--- src/rtl/mp64_memarb.sv ---
// ---------------------------------------------------------------------------
// mp64_memarb
// Four-port round-robin arbiter that funnels single-beat read/write requests
// into one downstream port on the external-memory controller's CPU side.
// A granted transaction either finishes when m_ack arrives or is ended by a
// timeout after TIMEOUT_CYC cycles, in which case err is raised with the ack.
//
// Parameters
//   TIMEOUT_CYC   cycles WAIT may last before a timeout completion (2..65535)
//
// Ports
//   clk           single clock, rising edge
//   rst_n         asynchronous active-low reset
//   req[3:0]      per-port request, held until that port's ack
//   addr[127:0]   per-port byte address, port i at [i*32 +: 32]
//   wdata[255:0]  per-port write data, port i at [i*64 +: 64]
//   wen[3:0]      per-port write enable (1 = write)
//   lock[3:0]     per-port bus lock (only with MP64_MEMARB_LOCK_EN)
//   rdata[63:0]   read data shared by all ports, valid while ack is high
//   ack[3:0]      per-port one-cycle completion pulse
//   err           timeout flag, valid with ack
//   m_req/m_addr/m_wdata/m_wen   downstream request, held stable in WAIT
//   m_rdata/m_ack                downstream response
//
// Build option
//   MP64_MEMARB_LOCK_EN  adds the lock input. A port whose lock bit is high
//   while its ack is out keeps the bus: the next grants go only to it until
//   it completes a transaction with lock low, or drops lock while idle.
// ---------------------------------------------------------------------------
module mp64_memarb #(
    parameter int unsigned TIMEOUT_CYC = 1023
) (
    input  logic         clk,
    input  logic         rst_n,
    input  logic [3:0]   req,
    input  logic [127:0] addr,
    input  logic [255:0] wdata,
    input  logic [3:0]   wen,
`ifdef MP64_MEMARB_LOCK_EN
    input  logic [3:0]   lock,
`endif
    output logic [63:0]  rdata,
    output logic [3:0]   ack,
    output logic         err,
    output logic         m_req,
    output logic [31:0]  m_addr,
    output logic [63:0]  m_wdata,
    output logic         m_wen,
    input  logic [63:0]  m_rdata,
    input  logic         m_ack
);

    // state | meaning
    // IDLE  | pick the next requester, latch its command onto m_*
    // WAIT  | m_req held; wait for m_ack or the timeout counter to expire
    // DONE  | ack/err pulse is out; no grant this cycle
    typedef enum logic [1:0] {
        IDLE = 2'd0,
        WAIT = 2'd1,
        DONE = 2'd2
    } state_t;

    // Down-counter is loaded with TIMEOUT_CYC-1 at grant so that terminal
    // count zero is seen in the TIMEOUT_CYC-th WAIT cycle.
    localparam logic [15:0] CNT_LOAD = 16'(TIMEOUT_CYC - 1);

    state_t       state;
    logic [1:0]   grant;
    logic [1:0]   last_grant;
    logic [15:0]  cnt;

    logic [3:0][31:0] addr_v;
    logic [3:0][63:0] wdata_v;

    logic         rr_valid;
    logic [1:0]   rr_grant;
    logic [1:0]   rr_idx;
    logic         sel_valid;
    logic [1:0]   sel_grant;

    assign addr_v  = addr;
    assign wdata_v = wdata;

    // Round-robin search starting at last_grant+1; walking the offsets from
    // 4 down to 1 leaves the nearest requester as the final winner.
    always_comb begin
        rr_valid = 1'b0;
        rr_grant = last_grant;
        rr_idx   = last_grant;
        for (int i = 4; i >= 1; i--) begin
            rr_idx = last_grant + 2'(i);
            if (req[rr_idx]) begin
                rr_valid = 1'b1;
                rr_grant = rr_idx;
            end
        end
    end

`ifdef MP64_MEMARB_LOCK_EN
    logic lock_hold;
    logic lock_release;

    // While held, only the locking port may be granted. The hold falls away
    // when that port is not requesting and has dropped its lock bit.
    always_comb begin
        sel_valid    = rr_valid;
        sel_grant    = rr_grant;
        lock_release = 1'b0;
        if (lock_hold) begin
            if (req[last_grant]) begin
                sel_valid = 1'b1;
                sel_grant = last_grant;
            end else if (lock[last_grant]) begin
                sel_valid = 1'b0;
            end else begin
                lock_release = 1'b1;
            end
        end
    end
`else
    always_comb begin
        sel_valid = rr_valid;
        sel_grant = rr_grant;
    end
`endif

    always_ff @(posedge clk or negedge rst_n) begin
        if (!rst_n) begin
            state      <= IDLE;
            grant      <= 2'd0;
            last_grant <= 2'd3;
            cnt        <= 16'd0;
            m_req      <= 1'b0;
            m_addr     <= 32'd0;
            m_wdata    <= 64'd0;
            m_wen      <= 1'b0;
            ack        <= 4'd0;
            err        <= 1'b0;
            rdata      <= 64'd0;
`ifdef MP64_MEMARB_LOCK_EN
            lock_hold  <= 1'b0;
`endif
        end else begin
            case (state)
                IDLE: begin
                    if (sel_valid) begin
                        grant   <= sel_grant;
                        m_addr  <= addr_v[sel_grant];
                        m_wdata <= wdata_v[sel_grant];
                        m_wen   <= wen[sel_grant];
                        m_req   <= 1'b1;
                        cnt     <= CNT_LOAD;
                        state   <= WAIT;
                    end
`ifdef MP64_MEMARB_LOCK_EN
                    if (lock_release) begin
                        lock_hold <= 1'b0;
                    end
`endif
                end
                WAIT: begin
                    // A real response wins over a timeout in the same cycle.
                    if (m_ack) begin
                        ack        <= 4'b0001 << grant;
                        rdata      <= m_wen ? 64'd0 : m_rdata;
                        err        <= 1'b0;
                        m_req      <= 1'b0;
                        last_grant <= grant;
                        cnt        <= 16'd0;
                        state      <= DONE;
                    end else if (cnt == 16'd0) begin
                        ack        <= 4'b0001 << grant;
                        rdata      <= 64'd0;
                        err        <= 1'b1;
                        m_req      <= 1'b0;
                        last_grant <= grant;
                        state      <= DONE;
                    end else begin
                        cnt <= cnt - 16'd1;
                    end
                end
                DONE: begin
                    ack   <= 4'd0;
                    err   <= 1'b0;
                    state <= IDLE;
`ifdef MP64_MEMARB_LOCK_EN
                    // last_grant already names the port whose ack is out.
                    lock_hold <= lock[last_grant];
`endif
                end
                default: begin
                    state <= IDLE;
                end
            endcase
        end
    end

endmodule

--- config.mk ---
export PLATFORM = sky130hd
export DESIGN_NAME = mp64_memarb
export DESIGN_NICKNAME = d
export VERILOG_FILES = /design/src/rtl/mp64_memarb.sv
export SDC_FILE = /design/constraint.sdc
export NUM_CORES = 1
export LEC_CHECK = 0
export CAP_MARGIN = 10
export CORE_AREA = 2 2 243 245
export CTS_CLUSTER_DIAMETER = 60
export CTS_CLUSTER_SIZE = 10
export DETAILED_ROUTE_END_ITERATION = 10
export DIE_AREA = 0 0 245 247
export PLACE_DENSITY = 0.46
export REMOVE_ABC_BUFFERS = 1
export SLEW_MARGIN = 20
export SYNTH_ARGS = -nofsm -noshare
export SYNTH_HDL_FRONTEND = slang
export SYNTH_SLANG_ARGS = --single-unit
--- constraint.sdc ---
create_clock -name clk -period 3.3 [get_ports clk]
set_clock_uncertainty 0.1 [all_clocks]
set_input_delay 0.99 -clock clk [delete_from_list [all_inputs] [get_ports clk]]
set_output_delay 0.99 -clock clk [all_outputs]
set_load 0.01 [all_outputs]
* After elaboration in Yosys (flattened, before gate mapping) *
Cells that the tools add are included.

word-level totals
  input bits = 459
  register bits = 189
  output and inout port bits = 167

operators by class
  add/sub/neg operators = 4
  reductions and logical operators = 11
  mux-type cells = 44
  order comparisons = 5
  shifts and indexed selects = 1
  equal/unequal tests = 5

operators with widths
  operator               number
  $mux 64                4
  $bmux 64 s2            1
  $bmux 32 s2            1
  $mux 16                3
  $mux 32                1
  $pmux 16 s2            1
  $logic_not 16->1       1
  $mux 2                 8
  $sub 16x1->16 const B  1
  $lt 2x3->1 const B     5
  $mux 1                 14
  $bmux 1 s2             5
  $mux 4                 2
  $pmux 4 s2             1
  $reduce_and 2->1       4
  $ne 3x3->1 const B     2
  $reduce_and 3->1       2
  $reduce_bool 2->1      3
  $add 2x2->2 const B    2
  $pmux 1 s2             2
  $pmux 2 s2             1
  $shl 1x2->4 const A    1
  $add 2x1->2 const B    1
  $eq 2x1->1 const B     1
  other kinds (3)        3

* Longest topological paths before layout *
  word-level depth = 8
  gate-level depth with buffers = 8

* Worst setup path after synthesis *
No wires, ideal clock.

  kind = input -> register
  start point = in req[1]
  end point = reg m_addr[0]
  setup time = 0.142 ns
  stages = 7
  data arrival time = 2.410 ns
  setup slack = 0.648 ns
  data required time = 3.058 ns
  path through = or4_1 > nand2_1 > or2_1 > buf_2 > buf_2 > buf_2 > o221ai_1

on the way
  word-level cells in the longest chain between the ends = 7

ends and longest elaborated chain
  what                                                               line     RTL
  from (decl)                                                        35       input logic [3:0] req,
  $bmux 1 s2                                                         92       if (req[rr_idx]) begin
  $mux 1 (implied by the code)                                       92
  $mux 2 or $mux 1 (tied branches) (3 in a row)                      92
  $bmux 32 s2 or $mux 1 (tied branches)                              148, 92
  $mux 32 (implied by the code) or $reduce_and 2->1 (tied branches)  --
  to (signal assigned)                                               148      m_addr <= addr_v[sel_grant];
  to (decl)                                                          46       output logic [31:0] m_addr,

Several ways; a longest one is shown, not always the timed one. The select of a mux whose other input is x is not followed.
A chain may end at the register's enable or synchronous reset.

* Worst setup path after layout *
  start point = in req[3]
  end point = reg m_wdata[4]

on the way
  word-level cells in the longest chain between the ends = 7

ends and longest elaborated chain
  what                                                               line     RTL
  $bmux 1 s2                                                         92
  $mux 1 (implied by the code)                                       92
  $mux 2 or $mux 1 (tied branches) (3 in a row)                      92
  $bmux 64 s2 or $mux 1 (tied branches)                              149, 92
  $mux 64 (implied by the code) or $reduce_and 2->1 (tied branches)  --
  to (signal assigned)                                               149      m_wdata <= wdata_v[sel_grant];
  to (decl)                                                          47       output logic [63:0] m_wdata,

Several ways; a longest one is shown, not always the timed one. The select of a mux whose other input is x is not followed.

==> parameters.txt <==
Parameter                              Value

Detailed routing
  Remaining DRCs ... 0
  DR iter-0 viols ... 478
  Length of the first detailed-routing pass in iterations ... 4
  Routed vias/inst ... roughly 4.3
  Detail-routed net length per standard cell ... about 21 um
  Count of antenna-violating nets left after detailed routing ... 0
  Total wirelength of the detailed-routed design ... 49.8 mm
  Via total after detailed routing ... around 10k

CTS
  Hold Buf Count CTS ... 0
  Number of clock sinks seen by CTS ... around 190
  Setup repair bufs after CTS ... 0
  Clock slew at the register clock pins of the worst setup and hold paths ... 0.07 ns
  Deepest clock path buffer count ... 2
  Clock tree from TritonCTS ... done
  Library cell used as clock root buffer ... sky130_fd_sc_hd__clkbuf_16
  Num CTS Buffers ... 17
  Worst-Skew Late Latency ... around 0.49 ns
  # H-tree levels ... 4
  Count of instances resized after the clock tree is built ... 0

Timing
  Hold WS ... 0.390 ns
  Setup-failing EPs final ... 0
  Minimum period implied by the final worst setup slack ... between 2 and 3 ns
  Count of pins over their slew limit ... 0
  Slew of the pin with the lowest slew margin ... 0.676 ns
  Worst slew slack as a fraction of its limit ... 55.0%
  Unrepaired setup endpoints after global routing ... no
  Achievable Freq ... about 0.34 GHz
  Final worst-path cycle share ... a little under 90%
  Final Hold Violating Endpoints ... 0

Floorplan
  Io pins ... 626
  Overall die area ... 0.0605 mm2
  Core Box Area ... 0.0582 mm2
  Die extent in x ... 245 um
  Initial standard-cell utilization of the core ... between 15 and 20%
  Chip height ... 247 um
  Site Rows ... 89

Yosys
  Cell count after synthesis ... 993
  Arithmetic-cell share of the synthesized area counting full adders, half adders and majority gates ... less than 1%
  Cell taking the most area after synthesis ... sky130_fd_sc_hd__dfrtp_1
  Post-synthesis sequential area ratio ... a little under half
  Number of flip-flops and latches in the synthesized netlist ... 189
  Avg Synthesized Cell Area ... about 10 um2
  Number of distinct library cells after synthesis ... 50
  Simple-gate share of the synthesized area ... around an eighth
  Fraction of synthesized cell area taken by the top area cell type ... a little under half
  Fraction of the mapped netlist area in compound gates ... 15.1%
  Primary FF master, synth ... sky130_fd_sc_hd__dfrtp_1
  Synth top area cells ... sky130_fd_sc_hd__dfrtp_1, sky130_fd_sc_hd__mux2i_1, sky130_fd_sc_hd__o221ai_1
  Number of enable flip-flop cells after synthesis ... 0
  XOR/XNOR Fraction of Synth Area ... 0%
  Post-synthesis cell area ... approximately 0.010 mm2
  Yosys warnings ... 0
  Multiplexer share of the synthesized area ... 19.6%
  Share of flip-flops with an asynchronous set or reset after synthesis ... 100%
  Dominant combinational cell family by area after synthesis ... multiplexers

Cells and area
  Nets ... 2073
  Fraction of layout cells with a size suffix above 1 ... under 10%
  Final-layout fill cell count ... 6033
  Share of the core filled with cells in the final layout ... 31.7%
  Layout Area Growth over Synthesis ... 79.3%

Power
  Lkg Pwr ... ~7.7 nW
  Worst IR drop on VDD ... 0.000424 V
  Power density relative to cell area ... 797 mW/mm2

Critical path
  Data required time at the worst endpoint ... 3.55 ns
  Dominant delay contributor by cell family on the critical path ... buffers and inverters
  Launching element type of the critical path ... primary input
  Worst setup EP type ... register
  Worst path max stage delay ... between 0.4 and 0.5 ns
  Crit path max fanout ... 14
  Arrival @ worst endpoint ... 3.15 ns
  Startpoint-to-endpoint class of the critical path ... primary input to register
  Combined buffer and inverter count along the critical path ... 3
  Slowest CP cell ... sky130_fd_sc_hd__clkdlybuf4s50_1
  Ordered cell list for the critical path ... clkdlybuf4s50_1 > nor2b_1 > a21o_1 > a221oi_4 > buf_4 > mux2i_1 > buf_4 > o221ai_1
  Cell seen most often among critical-path stages ... sky130_fd_sc_hd__buf_4

Global route
  First-pass GRT wire length ... 71.4 mm
  Largest net degree at the start of global routing ... 71
  Via count of the first global-routing pass ... 10.8k
  Grt total ovfl ... 0
  Initial antenna violation count ... 7
  Total routing usage reported by global routing ... roughly 16%

Place
  GPL Wtd Cong ... 0.834
  Total of buffers placed on input and output ports ... 625
  Half-perimeter wire length after placement ... 38.3 mm

Flow run
  Max-capacitance violation count ... 0

Hold path
  Path category of the worst min-delay check ... register to register

Status
  Outcome ... completed
cells by family after synthesis:
kind of cell / after synthesis
DFF: 189
AOI/OAI and AO/OA: 215
and+or+nand+nor: 231
buffers and inverters: 156
adders and majority gates: 1
muxes: 201
synth_stat cells (all sizes together), types with 4 or more instances:
cell / n
a21oi: 8
a31oi: 5
buf: 40
clkbuf: 46
dfrtp: 187
inv: 70
mux2i: 199
nand2: 118
nand2b: 8
nand3: 4
nand4b: 64
nor2: 13
nor3: 6
o21ai: 80
o221ai: 98
o311ai: 5
or3: 5
flip-flops by register name (all words and copies together), names as in the netlist:
name,cells
rdata,64
m_addr,32
state,2
err,1
m_req,1
m_wen,1
grant,2
m_wdata,64
last_grant,2
cnt,16
ack,4
worst min-delay path, cell delays in order, from the launching register on:
cell and delay [ns]:
sky130_fd_sc_hd__dfrtp_1 0.35, sky130_fd_sc_hd__nand2_1 0.05, sky130_fd_sc_hd__o221ai_1 0.06
power breakdown:
part | switching, mW | leakage, nW | total (mW) | internal (mW)
Combinational | 4.09 | 5.06 | 8.45 | 4.37
Sequential | 0.639 | 2.36 | 4.00 | 3.36
Clock | 1.02 | 0.287 | 2.27 | 1.24
Total | 5.75 | 7.70 | 14.7 | 8.97
routing by layer:
metal	GRT usage [%]	share of wire (%)	vias up
met2	26.5	50	344
met3	4.78	5.8	53
met4	5.43	2.2	6
met5	0	0.080	-
li1	-	-	4911
met1	19.5	42	5125
cell usage in the layout (no fill, tap or decap), drive strengths merged, types with 2 or more instances in the layout:
| master | n |
|---|---|
| or4 | 2 |
| nand2b | 8 |
| or3 | 5 |
| o221ai | 98 |
| nor3 | 6 |
| inv | 72 |
| clkinvlp | 2 |
| nand3 | 4 |
| o21a | 3 |
| a21oi | 8 |
| a21o | 2 |
| mux2i | 199 |
| nand4b | 64 |
| nor4 | 2 |
| mux2 | 2 |
| nor2b | 3 |
| or2 | 2 |
| nor2 | 13 |
| diode | 6 |
| a31oi | 5 |
| and3 | 2 |
| buf | 63 |
| o21ai | 80 |
| o311ai | 5 |
| bufinv | 3 |
| dfstp | 2 |
| clkbuf | 25 |
| clkdlybuf4s50 | 623 |
| nand2 | 118 |
| dfrtp | 187 |
| o22a | 3 |
final timing paths:
kind | start | end | slack, ns | cells after the start
max in group asynchronous | rst_n | rdata[3] | 1.95 | 2
min in group asynchronous | rst_n | rdata[28] | 0.43 | 1
worst max-delay path | req[3] | m_wdata[4] | 0.40 | 8
worst min-delay path | m_wdata[23] | m_wdata[23] | 0.39 | 2
worst min register to register | m_wdata[23] | m_wdata[23] | 0.39 | 2
worst max register to register | cnt[0] | rdata[42] | 0.72 | 8
layout make-up:
type	count	area (um2)	area share (%)
clock buffer	24	472	2.55
clock inverter	8	134	0.725
multi-input combinational	648	4920	26.7
inverter	70	263	1.42
tap	773	967	5.24
sequential	189	4730	25.6
antenna	6	15.0	0.0813
timing repair buffer	687	6960	37.7
metrics by stage:
step           setup TNS, ns  area [um2]  total power [mW]  instances  setup WS, ns
5_1_grt                    0       18500              15.7       2404         0.306
6_report                   0       18500              14.7       2405         0.396
2_1_floorplan       -1981.17        9870              7.25        907        -20.17
3_5_place_dp          -0.400       17800              12.6       2367        -0.121
3_3_place_gp          -0.117       17800              12.5       2367        -0.117
4_1_cts                    0       18400              15.0       2399         0.407
No activity file was read; power rests on OpenSTA's default activity.
==> patch, RTL diff (same flow settings) <==
Make the reset (`rst_n`) synchronous in one clocked block. Comments in the files are not updated.
--- a/src/rtl/mp64_memarb.sv
+++ b/src/rtl/mp64_memarb.sv
@@ -124,7 +124,7 @@
     end
 `endif
 
-    always_ff @(posedge clk or negedge rst_n) begin
+    always_ff @(posedge clk) begin
         if (!rst_n) begin
             state      <= IDLE;
             grant      <= 2'd0;
Formal check against the unedited RTL: differs if rst_n is asserted again (counterexample within 4 cycles, from zero or initial values and one cycle with rst_n low); with rst_n held inactive, the same outputs for 4 cycles.
==> patch against the original RTL <==
Sequential cell count stayed put; wire length is 7.9% higher; setup slack better by 0.076 ns; synthesized cell count is 3.3% higher; cell area is 4.1% lower; area after synthesis is 6.3% lower; global-route usage is 1.4 points higher; cell count is 0.50% lower; via count is 5.8% higher; register-to-register slack worse by 0.05 ns; critical endpoint is now m_addr[30]; largest cell class unchanged.
Power is not compared: it rests on default switching activity, and its combinational part moved more than twofold at a synthesized area within 25%.
==> patch: results <==
metrics = {
    "status": {
        "status": "completed",
    },
    "setup_path": {
        "critPathTopFamily": "buffers and inverters",
        "arrival_ns": 3.10,
        "crit_path_max_incr_delay_ns": 0.44,
        "crit_slowest_cell": "clkdlybuf4s50_1",
        "cp_max_fo": 14,
    },
    "clock_tree": {
        "clk_pin_slew_ns": 0.08,
        "cts_setup_buffers": 0,
        "cts_root_buffer": "clkbuf_16",
        "htreeDepth": 4,
        "clock_path_buffers": 2,
        "cts.repair.resized": 0,
        "cts-buffers-inserted": 17,
        "clk_latency_ns": 0.49,
    },
    "yosys": {
        "synth_compound_area_share_pct": 33.0,
        "ys_warn_count": 0,
        "synth_area_per_cell_um2": 9.41,
        "synth.cells.most_frequent": "189 x dfxtp_1, 139 x mux2i_1, 76 x clkbuf_1",
        "synth-xor-area-share_pct": 0.544,
        "synthArstFlopShare_pct": 0,
        "seq_area_frac_synth_pct": 39.2,
        "synth_enable_flop_cells": 0,
        "synth_area_leaders": "dfxtp_1 39%, mux2i_1 14%, a22o_1 5.9%",
        "synthAdderAreaFrac_pct": 0.130,
        "yosysUniqueCellTypes": 52,
        "synth-main-ff-cell": "dfxtp_1",
        "synth_mux_area_share_pct": 14.4,
    },
    "grt": {
        "track_usage_pct": 17.3,
        "grt_pass1_wl_mm": 77.7,
        "grt.overflow.total": 0,
        "first_global_vias": 11500,
        "grt_max_degree": 71,
        "antenna_found_initial": 3,
    },
    "cells_and_area": {
        "reg_top3": "m_wdata x64, rdata x64, m_addr x32",
        "drive_gt1_share_pct": 6.49,
        "final_nets": 2066,
    },
    "route": {
        "drt-initial-drc-count": 462,
        "vias": 11000,
        "wl_mm": 53.7,
        "wl_per_cell_um": 22.4,
        "firstDrtPassIters": 6,
    },
    "placed_design": {
        "place_inst": 2360,
        "dp_hpwl_mm": 39.6,
        "portBuffers": 625,
        "place_area_um2": 17100,
        "routabilityCongestion": 0.845,
        "pre_cts_slack_ns": -0.112,
    },
    "pwr": {
        "power.leakage_nw": 6.67,
        "switching_share_pct": 33.8,
        "ir_drop_uv": 410,
    },
    "timing": {
        "relSlewSlack_pct": 48.1,
    },
    "min_path": {
        "hold_path.class": "reg -> reg",
    },
}
[patch: cell count changes after synthesis, moves of 44 or more]
cell      unedited run  this run
a22o_1               0        65
a21boi_1             0        57
mux2i_1            199       139
o211ai_1             1        58
nand4b_1            64         1
dfxtp_1              0       189
inv_1               70         5
nand2_1            118        10
o31ai_1              0        60
nand3_1              4        48
dfrtp_1            187         0
a31oi_1              5        59
o221ai_1            98        40
[patch: power by group through the flow]
stage	Clock [mW]	Sequential (mW)	Combinational, mW
2_1_floorplan	0	2.84	1.20
3_3_place_gp	0	2.76	2.73
3_5_place_dp	0	2.77	2.75
4_1_cts	2.27	2.72	2.76
5_1_grt	2.33	2.75	2.92
6_report	2.16	2.72	2.73
[patch: layout make-up]
class                           count  area [um2]
Antenna cell                        1        2.50
Clock buffer                       18         429
Clock inverter                     14         145
Fill cell                        6064       40500
Inverter                            6        22.5
Multi-Input combinational cell    714        5380
Sequential cell                   189        3780
Tap cell                          773         967
Timing Repair Buffer              678        6980
[patch: tightest hold or removal path, cell delays in order (launching register included)]
cell	delay (ns)
dfxtp_1	0.32
nand3_1	0.06
o41ai_1	0.06
[patch: per-layer routing]
| layer | track usage, % | wire length, um | vias to the layer above |
|---|---|---|---|
| met5 | 0 | 13 | - |
| met4 | 5.74 | 1030 | 2 |
| met3 | 5.20 | 4440 | 50 |
| met2 | 30.3 | 26700 | 494 |
| met1 | 19.9 | 21500 | 5313 |
| li1 | - | - | 5184 |
[patch: path summary, 6_finish.rpt]
kind	startpoint	endpoint	slack, ns	cells past startpoint
setup / recovery	req[3]	m_addr[30]	0.47	8
hold / removal	ack[0]	ack[0]	0.38	2
setup reg to reg	cnt[0]	rdata[45]	0.67	7
hold reg to reg	ack[0]	ack[0]	0.38	2
